==> src/rtl/int_ctrl.sv <==
// int_ctrl
//
// Interrupt controller for the multi-cycle CPU. It latches rising edges on
// five peripheral lines into a pending register and masks them. It then
// presents the highest-priority source (bit 0 first) on Ireq/gntInt,
// completes the Iack handshake, and holds the in-service source until
// software writes EOI. The controller is non-nested.
//
// State table:
//   state   | meaning
//   IDLE    | no request outstanding, waiting for a masked-in pending source
//   REQ     | Ireq high, grant frozen, waiting for Iack (or withdraw)
//   SERVICE | CPU servicing grant, waiting for an EOI write
//
// Ports:
//   clk     in   system clock, rising edge
//   reset   in   synchronous active-low reset
//   irq_in  in   [N_SRC-1:0] peripheral interrupt lines (rising edge = event)
//   Ireq    out  interrupt request to the CPU
//   gntInt  out  [N_SRC-1:0] one-hot granted source (REQ/SERVICE), else 0
//   Iack    in   CPU acknowledge
//   stb     in   register-port strobe, held until ack
//   we      in   write enable
//   addr    in   [1:0] register select (0 MASK, 1 PEND W1C, 2 GRANT, 3 EOI)
//   dat_i   in   [31:0] write data
//   dat_o   out  [31:0] registered read data, valid with ack
//   ack     out  single-cycle transfer acknowledge

module int_ctrl #(
    parameter int N_SRC = 5
) (
    input  logic             clk,
    input  logic             reset,
    input  logic [N_SRC-1:0] irq_in,
    output logic             Ireq,
    output logic [N_SRC-1:0] gntInt,
    input  logic             Iack,
    input  logic             stb,
    input  logic             we,
    input  logic [1:0]       addr,
    input  logic [31:0]      dat_i,
    output logic [31:0]      dat_o,
    output logic             ack
);

    localparam logic [1:0] ST_IDLE    = 2'd0;
    localparam logic [1:0] ST_REQ     = 2'd1;
    localparam logic [1:0] ST_SERVICE = 2'd2;

    localparam logic [1:0] A_MASK  = 2'd0;
    localparam logic [1:0] A_PEND  = 2'd1;
    localparam logic [1:0] A_GRANT = 2'd2;
    localparam logic [1:0] A_EOI   = 2'd3;

    logic [1:0]       state_q, state_d;
    logic [N_SRC-1:0] irq_q;
    logic [N_SRC-1:0] pend_q, pend_d;
    logic [N_SRC-1:0] mask_q, mask_d;
    logic [N_SRC-1:0] grant_q, grant_d;
    logic             ack_q, ack_d;
    logic [31:0]      dat_q, dat_d;

    logic             accept;
    logic             wr_mask, wr_pend, wr_eoi;
    logic [N_SRC-1:0] cand;
    logic [N_SRC-1:0] cand_1h;
    logic [N_SRC-1:0] rise;
    logic [N_SRC-1:0] clr;
    logic [31:0]      rdata;

    // Ack is forced low in the cycle after an ack, so a held strobe is
    // accepted at most once every two cycles.
    assign accept  = stb && !ack_q;
    assign wr_mask = accept && we && (addr == A_MASK);
    assign wr_pend = accept && we && (addr == A_PEND);
    assign wr_eoi  = accept && we && (addr == A_EOI);

    assign rise    = irq_in & ~irq_q;
    assign cand    = pend_q & mask_q;
    // Isolate the lowest set bit (two's complement trick).
    assign cand_1h = cand & (~cand + 1'b1);

    assign Ireq   = (state_q == ST_REQ);
    assign gntInt = (state_q == ST_IDLE) ? '0 : grant_q;

    always_comb begin
        state_d = state_q;
        grant_d = grant_q;
        clr     = '0;
        if (wr_pend) begin
            clr = dat_i[N_SRC-1:0];
        end
        case (state_q)
            ST_IDLE: begin
                if (cand != '0) begin
                    grant_d = cand_1h;
                    state_d = ST_REQ;
                end
            end
            ST_REQ: begin
                if (Iack) begin
                    clr     = clr | grant_q;
                    state_d = ST_SERVICE;
                end else if ((grant_q & pend_q & mask_q) == '0) begin
                    // Source was W1C-cleared or masked while pending.
                    grant_d = '0;
                    state_d = ST_IDLE;
                end
            end
            ST_SERVICE: begin
                if (wr_eoi) begin
                    grant_d = '0;
                    state_d = ST_IDLE;
                end
            end
            default: begin
                grant_d = '0;
                state_d = ST_IDLE;
            end
        endcase
        // A new edge wins over a clear of the same bit.
        pend_d = (pend_q & ~clr) | rise;
    end

    always_comb begin
        rdata = '0;
        case (addr)
            A_MASK:  rdata[N_SRC-1:0] = mask_q;
            A_PEND:  rdata[N_SRC-1:0] = pend_q;
            A_GRANT: rdata[N_SRC-1:0] = gntInt;
            default: rdata = '0;
        endcase
    end

    always_comb begin
        mask_d = mask_q;
        ack_d  = accept;
        dat_d  = dat_q;
        if (wr_mask) begin
            mask_d = dat_i[N_SRC-1:0];
        end
        if (accept) begin
            dat_d = we ? '0 : rdata;
        end
    end

    always_ff @(posedge clk) begin
        if (!reset) begin
            state_q <= ST_IDLE;
            irq_q   <= '0;
            pend_q  <= '0;
            mask_q  <= '0;
            grant_q <= '0;
            ack_q   <= 1'b0;
            dat_q   <= '0;
        end else begin
            state_q <= state_d;
            irq_q   <= irq_in;
            pend_q  <= pend_d;
            mask_q  <= mask_d;
            grant_q <= grant_d;
            ack_q   <= ack_d;
            dat_q   <= dat_d;
        end
    end

    assign ack   = ack_q;
    assign dat_o = dat_q;

endmodule

==> config.mk <==
export PLATFORM = sky130hd
export DESIGN_NAME = int_ctrl
export DESIGN_NICKNAME = d
export VERILOG_FILES = /design/src/rtl/int_ctrl.sv
export SDC_FILE = /design/constraint.sdc
export NUM_CORES = 1
export LEC_CHECK = 0
export ABC_CLOCK_PERIOD_IN_PS = 3310
export CAP_MARGIN = 15
export CELL_PAD_IN_SITES_DETAIL_PLACEMENT = 1
export CELL_PAD_IN_SITES_GLOBAL_PLACEMENT = 1
export CORE_MARGIN = 2
export CORE_UTILIZATION = 23
export CTS_BUF_LIST = sky130_fd_sc_hd__clkbuf_16
export CTS_CLUSTER_SIZE = 16
export DETAILED_ROUTE_END_ITERATION = 8
export PLACE_DENSITY_LB_ADDON = 0.1
export SLEW_MARGIN = 25
export SYNTH_ARGS = -nofsm -noshare
export SYNTH_HDL_FRONTEND = slang
export SYNTH_SLANG_ARGS = --single-unit
==> constraint.sdc <==
create_clock -name clk -period 3.31 [get_ports clk]
set_input_delay 0.993 -clock clk [delete_from_list [all_inputs] [get_ports clk]]
set_output_delay 0.993 -clock clk [all_outputs]
set_load 0.05 [all_outputs]
==> Word level (Yosys, flattened, before mapping) <==
Index checks and enable logic that the tools add are counted.
{ "word_totals": {"elab_cells": 57, "ff_bits": 55, "in_bits": 44} }
{ "op_classes": {"n_mux": 16, "n_reduce_logical": 12, "addsub": 1, "eq_ne": 10, "bitwise_logic": 11} }
{ "op_table": {"columns": ["cell", "count"], "rows": [
  ["2-to-1 mux 5 bit", 9],
  ["AND 5 bit", 6],
  ["one-hot mux 5 bit (3 select lines)", 2],
  ["inverter 5 bit", 3],
  ["OR 5 bit", 2],
  ["2-to-1 mux 2 bit", 4],
  ["== test 2 bit (second input constant)", 3],
  ["one-hot mux 2 bit (3 select lines)", 1],
  ["adder 5 x 1 -> 5 bit (second input constant)", 1],
  ["logical AND 1 bit", 5],
  ["logical NOT 5 bit", 1],
  ["nonzero test 5 bit", 1],
  ["== test 2 x 1 -> 1 bit (second input constant)", 2],
  ["logical NOT 2 bit", 2],
  ["inequality test 2 x 1 -> 1 bit (second input constant)", 2],
  ["inequality test 2 bit (second input constant)", 2],
  ["AND reduction 4 bit", 1],
  ["inequality test 3 x 1 -> 1 bit (second input constant)", 1],
  ["AND reduction 3 bit", 1],
  ["logical NOT 1 bit", 1]
]} }

==> Depth between registers and ports, before layout <==
{ "logic_depth": {"depth_word": 11, "mapped_depth": 5, "ltp_nobuf": 4} }

==> Least setup slack after synthesis <==
No wires, ideal clock.
{ "synth_timing": {"path_type": "register to output", "from": "register state_q[0]", "to": "output Ireq", "path_slack_ns": 1.203, "arrival_time_ns": 1.114, "path_stages_with_launch": 2, "path_cell_list": "dfxtp_1 -> nor2b_1"} }
{ "synth_between": {"elab_chain_len": 1} }
{ "synth_rtl": {"columns": ["item", "line_no", "text"], "rows": [
  ["start, declared", "55", "logic [1:0] state_q, state_d;"],
  ["start signal, assigned", "157", "state_q <= state_d;"],
  ["== test 2 x 1 -> 1 bit", "83", "assign Ireq = (state_q == ST_REQ);"],
  ["end, declared", "35", "output logic Ireq,"]
]} }
Every way passes these cells.

==> Worst setup path in the final report <==
{ "layout_timing": {"from": "register state_q[1]", "to": "output gntInt[4]"} }
{ "layout_between": {"elab_chain_len": 2} }
{ "layout_rtl": {"columns": ["item", "line_no", "text"], "rows": [
  ["logical NOT 2 bit", "84", "assign gntInt = (state_q == ST_IDLE) ? '0 : grant_q;"],
  ["2-to-1 mux 5 bit", "84", null],
  ["end, declared", "36", "output logic [N_SRC-1:0] gntInt,"]
]} }
Every way passes these cells.

==> impl_results.rst <==
.. list-table::
   :header-rows: 1

   * - Metric
     - Value
   * - Run status
     - finished, final reports clean
   * - Final period utilization
     - 0.877
   * - Headroom to the max-slew limit
     - 0.569
   * - Placed Instances
     - 279
   * - Startpoint type of the worst setup path
     - register
   * - DIE AREA
     - 7210 µm²
   * - Startpoint of the lowest-slack register-to-register path
     - grant_q[3]
   * - Post-synth cell types
     - 34
   * - Max IR drop VDD
     - 0.176 mV
   * - Clock buffers created by TritonCTS
     - 3
   * - Area overhead of the layout relative to synthesis
     - 21.7%
   * - Multiplexer share of the synthesized area
     - 0.0333
   * - Actual slew at the worst max-slew pin
     - 641 ps
   * - Post-Route Hold Slack
     - 403 ps
   * - Worst Setup Slack post-DPL
     - 650 ps
   * - Post-route DRC
     - 0
   * - Die height
     - 84.9 µm
   * - Remaining global-route overflow
     - 0
   * - Largest net degree at the start of global routing
     - 17
   * - Synthesized-area fraction occupied by and/or/nand/nor cells
     - 0.230
   * - Post-cts resize count
     - 0
   * - Number of buffers inserted by post-CTS setup repair
     - 0
   * - Ranking of synthesized cells by area
     - sky130_fd_sc_hd__dfxtp_1, sky130_fd_sc_hd__buf_4, sky130_fd_sc_hd__nand2_1
   * - Share of post-route cells with drive strength above 1
     - 0.0437
   * - Final design area excluding fillers
     - 1830 µm²
   * - RePlAce Congestion
     - 0.824
   * - Clock tree from TritonCTS
     - built
   * - Hold Crit Endpoint
     - pend_q[2]
   * - Primary flip-flop cell chosen by synthesis mapping
     - sky130_fd_sc_hd__dfxtp_1
   * - Number of synthesized register bits
     - 28
   * - Maximum number of buffers from clock root to sink
     - 2
   * - Overall routed net length
     - 4010 µm
   * - Antenna violations before repair
     - 0
   * - Maximum level of the CTS H-tree
     - 1
   * - Part of the Yosys area used for sequential elements
     - 0.372
   * - Crit-path max FO
     - 11
   * - Number of clock sinks seen by CTS
     - 28
   * - Filler cell count in the final layout
     - 759
   * - Leakage
     - 0.739 nW
   * - Fin Clk Skew
     - 3.25 ps
   * - Depth of the worst register-to-register path
     - 4
   * - Post-Synth XOR/XNOR Area
     - 0
   * - Synth warn
     - 0
   * - Time the final worst path needs with I/O delays and setup
     - 2900 ps
   * - Slack of the worst reg-to-reg path
     - 1810 ps
   * - Number of stages on the worst hold path
     - 1
   * - Global-route wire length before repair
     - 6290 µm
   * - Core area
     - 6350 µm²
   * - X dimension of the die
     - 84.9 µm
   * - Number of global-route vias before repair
     - 1190
   * - Classification of the worst setup path
     - reg2out
   * - HPWL after DPL
     - 3180 µm
   * - Via density
     - 4.52
   * - Top cells by count, synth
     - sky130_fd_sc_hd__dfxtp_1, sky130_fd_sc_hd__buf_4, sky130_fd_sc_hd__nand2_1
   * - Number of placement rows
     - 29
   * - Post-DR wirelength/cell
     - 14.2 µm
   * - Worst reg2reg path endpoint
     - grant_q[1]
   * - Instance area at placement
     - 1750 µm²
   * - Final setup margin
     - 407 ps
   * - Post-synthesis cell count
     - 181
   * - Mean cell area of the mapped netlist
     - 8.32 µm²
   * - Pre-antenna DRT Iters
     - 4
   * - Clock slew seen by the registers of the worst setup and hold paths
     - 70 ps
   * - Number of placed I/O pins
     - 83
   * - Area share of the largest cell type after synthesis
     - 0.372
   * - Post-Synth Adder-Cell Area
     - 0
   * - Final Power
     - 0.810 mW
   * - Number of vias after detailed routing
     - 1278
   * - Combinational family with the most area after synthesis
     - simple AND/OR/NAND/NOR gates
   * - Ratio of total power to cell area
     - 442 nW/µm²
   * - Post-synth EDFFs
     - 0
   * - 1st-iter DRT viols
     - 28
   * - Layout Cells excl Fill
     - 283
   * - Crit path capture type
     - primary output
   * - Slew Viols, Final
     - 0
   * - Antenna Diode Count
     - 0
   * - TNS Setup
     - 0 ps
   * - Number of nets with antenna violations after routing
     - 0
   * - Later-pin clock latency in the skew report
     - 260 ps
   * - Global Route Usage Sum
     - 0.113
   * - Largest area contributor in the synthesized netlist
     - sky130_fd_sc_hd__dfxtp_1
   * - Fmax achieved
     - 344 MHz
   * - CTS Root Cell
     - sky130_fd_sc_hd__clkbuf_16
   * - Mapped cell area
     - 1510 µm²
   * - Final number of hold-violating endpoints
     - 0
   * - Critical hold path startpoint
     - irq_q[2]
   * - Final-stage net count
     - 251
   * - Data arrival time of the critical path
     - 1910 ps
   * - Number of max-capacitance violations reported
     - 0
   * - Post-CTS Hold Fix Bufs
     - 0
   * - Port Buf Inserts
     - 28
   * - Setup Viol. Count Final
     - 0
   * - Initial Util
     - 0.237
   * - Cell with the most instances after synthesis
     - sky130_fd_sc_hd__dfxtp_1
   * - Data required time at the worst endpoint
     - 2320 ps
   * - HP Class
     - reg2reg
   * - Synth Area in Compound Gates
     - 0.191
   * - Async S/R FF share, synth
     - 0
   * - Core Util, Final
     - 0.288
   * - RSZ-0062 raised after global routing
     - no
-- cells in the final DEF (no fill, tap or decap), types with 3 or more instances in the layout --
cell type                         Yosys  final
sky130_fd_sc_hd__o21ai_1              4      4
sky130_fd_sc_hd__nor2b_1              8      8
sky130_fd_sc_hd__conb_1               1     27
sky130_fd_sc_hd__a31oi_1              5      5
sky130_fd_sc_hd__clkbuf_16            0      3
sky130_fd_sc_hd__inv_1                6      6
sky130_fd_sc_hd__nand2_1             21     21
sky130_fd_sc_hd__mux2i_1              5      5
sky130_fd_sc_hd__and2_1               7      7
sky130_fd_sc_hd__nand3_1              4      4
sky130_fd_sc_hd__a21oi_1              6      6
sky130_fd_sc_hd__nor3_1               6      6
sky130_fd_sc_hd__o21ai_0             11     11
sky130_fd_sc_hd__clkdlybuf4s50_1      0     28
sky130_fd_sc_hd__a2bb2oi_1            5      5
sky130_fd_sc_hd__nor2_1              10     10
sky130_fd_sc_hd__dfxtp_1             28     28
sky130_fd_sc_hd__a221o_1              5      5
-- power by group --
group	internal (mW)	leakage [nW]	switching, mW
Combinational	0.0456	0.471	0.120
Sequential	0.351	0.229	0.0141
Clock	0.162	0.0385	0.117
Total	0.558	0.739	0.252
-- critical path: stages (launching register included) --
cell and delay, ps:
sky130_fd_sc_hd__dfxtp_1 350, sky130_fd_sc_hd__or2_2 410, sky130_fd_sc_hd__and2_1 200, sky130_fd_sc_hd__clkdlybuf4s50_1 690
-- worst max-delay path by stage --
stage | from | endpoint | slack, ps
final | state_q[1] | gntInt[4] | 410
after global routing | state_q[1] | gntInt[4] | 360
after CTS | state_q[1] | gntInt[4] | 400
after detailed placement | addr[1] | mask_q[2] | 650
after global placement | addr[1] | pend_q[2] | 680
after floorplan | state_q[0] | Ireq | 1200
-- flip-flops by register name, indices dropped and copies added (netlist names) --
signal,flops
dat_o,5
grant_q,5
irq_q,5
mask_q,5
pend_q,5
state_q,2
ack,1
-- area by class of cell --
class	instances	area, µm²	area share
multi-input cells	139	786	0.429
well taps	77	96.3	0.0526
clock buffers	3	75.1	0.0410
inverters	6	22.5	0.0123
flip-flops and latches	28	561	0.306
repair buffers	29	288	0.157
clock inverters	1	3.75	0.00205
-- layer usage --
layer	global-route usage	vias to the layer above	routed length, µm
met1	0.149	603	1840
met4	0.0390	0	44
met3	0.0156	4	192
met5	0	-	0
met2	0.190	42	1930
li1	-	629	-
-- cells by family after synthesis --
family                 after synthesis
muxes                                5
buffers and inverters               40
and+or+nand+nor                     65
AOI/OAI and AO/OA                   42
DFF                                 28
other                                1
(Power assumes the default switching activity.)
==> patch, RTL diff (config.mk and constraints unchanged) <==
The parameter `N_SRC` goes from 5 to 6.
--- a/src/rtl/int_ctrl.sv
+++ b/src/rtl/int_ctrl.sv
@@ -28,5 +28,5 @@
 
 module int_ctrl #(
-    parameter int N_SRC = 5
+    parameter int N_SRC = 6
 ) (
     input  logic             clk,
Interface: changed (resized gntInt and irq_in); port bits go from 83 to 85. The function was not compared with the original's and may differ.
==> patch against the original RTL <==
  * Sequential share of layout area is 0.87 points lower
  * Synthesized area is 17% higher
  * Design area is 21% higher
  * Sequential cell count is 5 higher
  * Sequential power is 18% higher
  * Total power is 29% higher
  * Fmax is 2.1% lower
  * Die area is 16% higher
  * Largest cell class unchanged
  * Worst setup slack worse by 0.063 ns
  * Wire length is 16% higher
==> patch: results (changes against the original RTL) <==
Crit path max fanout -> 13 (+2)
Maximum clock rate -> 337 MHz (-2.1%)
Yosys cell types -> 37 (+8.8%)
Launch point of the worst reg-to-reg path -> state_q[0]
Total Nets Final -> 286 (+14%)
Worst slew margin -> 0.645 (+0.0761)
Status -> finished, final reports clean
Cts bufs inserted -> 5 (+2)
Total Wirelength -> 4.65 mm (+16%)
Starting DRT DRC Count -> 34 (+21%)
Worst IR drop on VDD -> 157 µV (-11%)
Reg2Reg Setup Slack -> 1.76 ns (-0.05 ns)
Total of fill cells in the finished design -> 871 (+15%)
CTS H-Tree Depth -> 2 (+1)
Final weighted congestion in routability-driven placement -> 0.743 (-9.9%)
Vias/cell -> 4.26 (-5.8%)
Worst hold path startpoint -> irq_q[4]
Layout cell share with drive strength beyond 1 -> 0.0744 (+0.0307)
Global-route wire length before repair -> 7.40 mm (+18%)
All-layer global routing usage -> 0.115 (+0.00217)
Pre-CTS setup slack -> 0.591 ns (-0.0582 ns)
Crit path to -> gntInt[3]
Leak pwr -> 0.000874 µW (+18%)
Endpoint of the worst-slack reg-to-reg timing path -> pend_q[2]
Maximum clock skew at final layout -> 0.00370 ns (+0.000457 ns)
Post-synthesis sequential area ratio -> 0.376 (+0.00393)
Most area-consuming cells after synthesis -> dfxtp_1 38%, buf_4 12%, nand2_1 5.6%, a21oi_1 3.7%, nand3_1 3.7%
CP arrival -> 1.97 ns (+0.06 ns)
Half-perimeter wire length after placement -> 3.38 mm (+6.3%)
Cell-internal power -> 739 µW (+32%)
CTS clk-pin slew, worst paths -> 0.05 ns (-0.02 ns)
Most common library cells after synthesis -> 33 x dfxtp_1, 27 x buf_4, 26 x nand2_1
Buffers on Ports -> 32 (+14%)
Beginning of the critical path -> state_q[1]
Via count of the first global-routing pass -> 1379 (+16%)
[patch: cell count changes after synthesis, sizes merged, moves of 4 or more]
cell,change
a21boi,+4
a21oi,+8
a2bb2oi,-5
a31oi,-5
dfxtp,+5
nand2,+6
nand2b,+6
nand3,+9
nor2,-6
nor3,-6
o21a,+4
[patch: layout make-up]
class / count / area share
multi-input combinational: 159 / 0.418
sequential: 33 / 0.297
tap: 99 / 0.0557
clock buffer: 5 / 0.0563
timing repair buffer: 36 / 0.158
inverter: 6 / 0.0101
clock inverter: 3 / 0.00507
[patch: worst max-delay path, stage by stage (launching register included)]
cell,delay [ns]
dfxtp_1,0.40
or2_2,0.32
and2_1,0.18
clkdlybuf4s50_1,0.79
[patch: cells by family after synthesis]
group | synth area share
simple gates | 0.249
compound gates | 0.190
buf+inv | 0.148
flops | 0.376
mux | 0.0342
other cells | 0.00214
[patch: per-stage QoR]
stage	instances	cell area, µm²
4_1_cts	341	2220
6_report	341	2220
2_1_floorplan	233	1850
3_5_place_dp	333	2090
5_1_grt	341	2220
3_3_place_gp	333	2090
[patch: worst min-delay path by stage]
stage	end	slack [ns]
6_report	pend_q[4]	0.40
5_1_grt	pend_q[3]	0.42
4_1_cts	pend_q[1]	0.41
3_5_place_dp	pend_q[1]	0.40
3_3_place_gp	pend_q[1]	0.39
2_1_floorplan	pend_q[0]	0.39
[patch: power by group through the flow]
stage / sequential, µW / clock (µW) / combinational [µW]
global placement: 439 / 0 / 188
floorplan: 439 / 0 / 156
detailed placement: 438 / 0 / 188
finish: 430 / 428 / 186
global route: 433 / 465 / 201
CTS: 430 / 445 / 189
[patch: per-layer routing]
| metal | vias to the layer above | part of all wire | track usage | routed length, µm |
|---|---|---|---|---|
| met5 | - | 0 | 0 | 0 |
| met4 | 0 | 0.0088 | 0.0417 | 41 |
| met1 | 680 | 0.49 | 0.155 | 2300 |
| met2 | 37 | 0.45 | 0.175 | 2090 |
| li1 | 732 | - | - | - |
| met3 | 2 | 0.048 | 0.0340 | 222 |
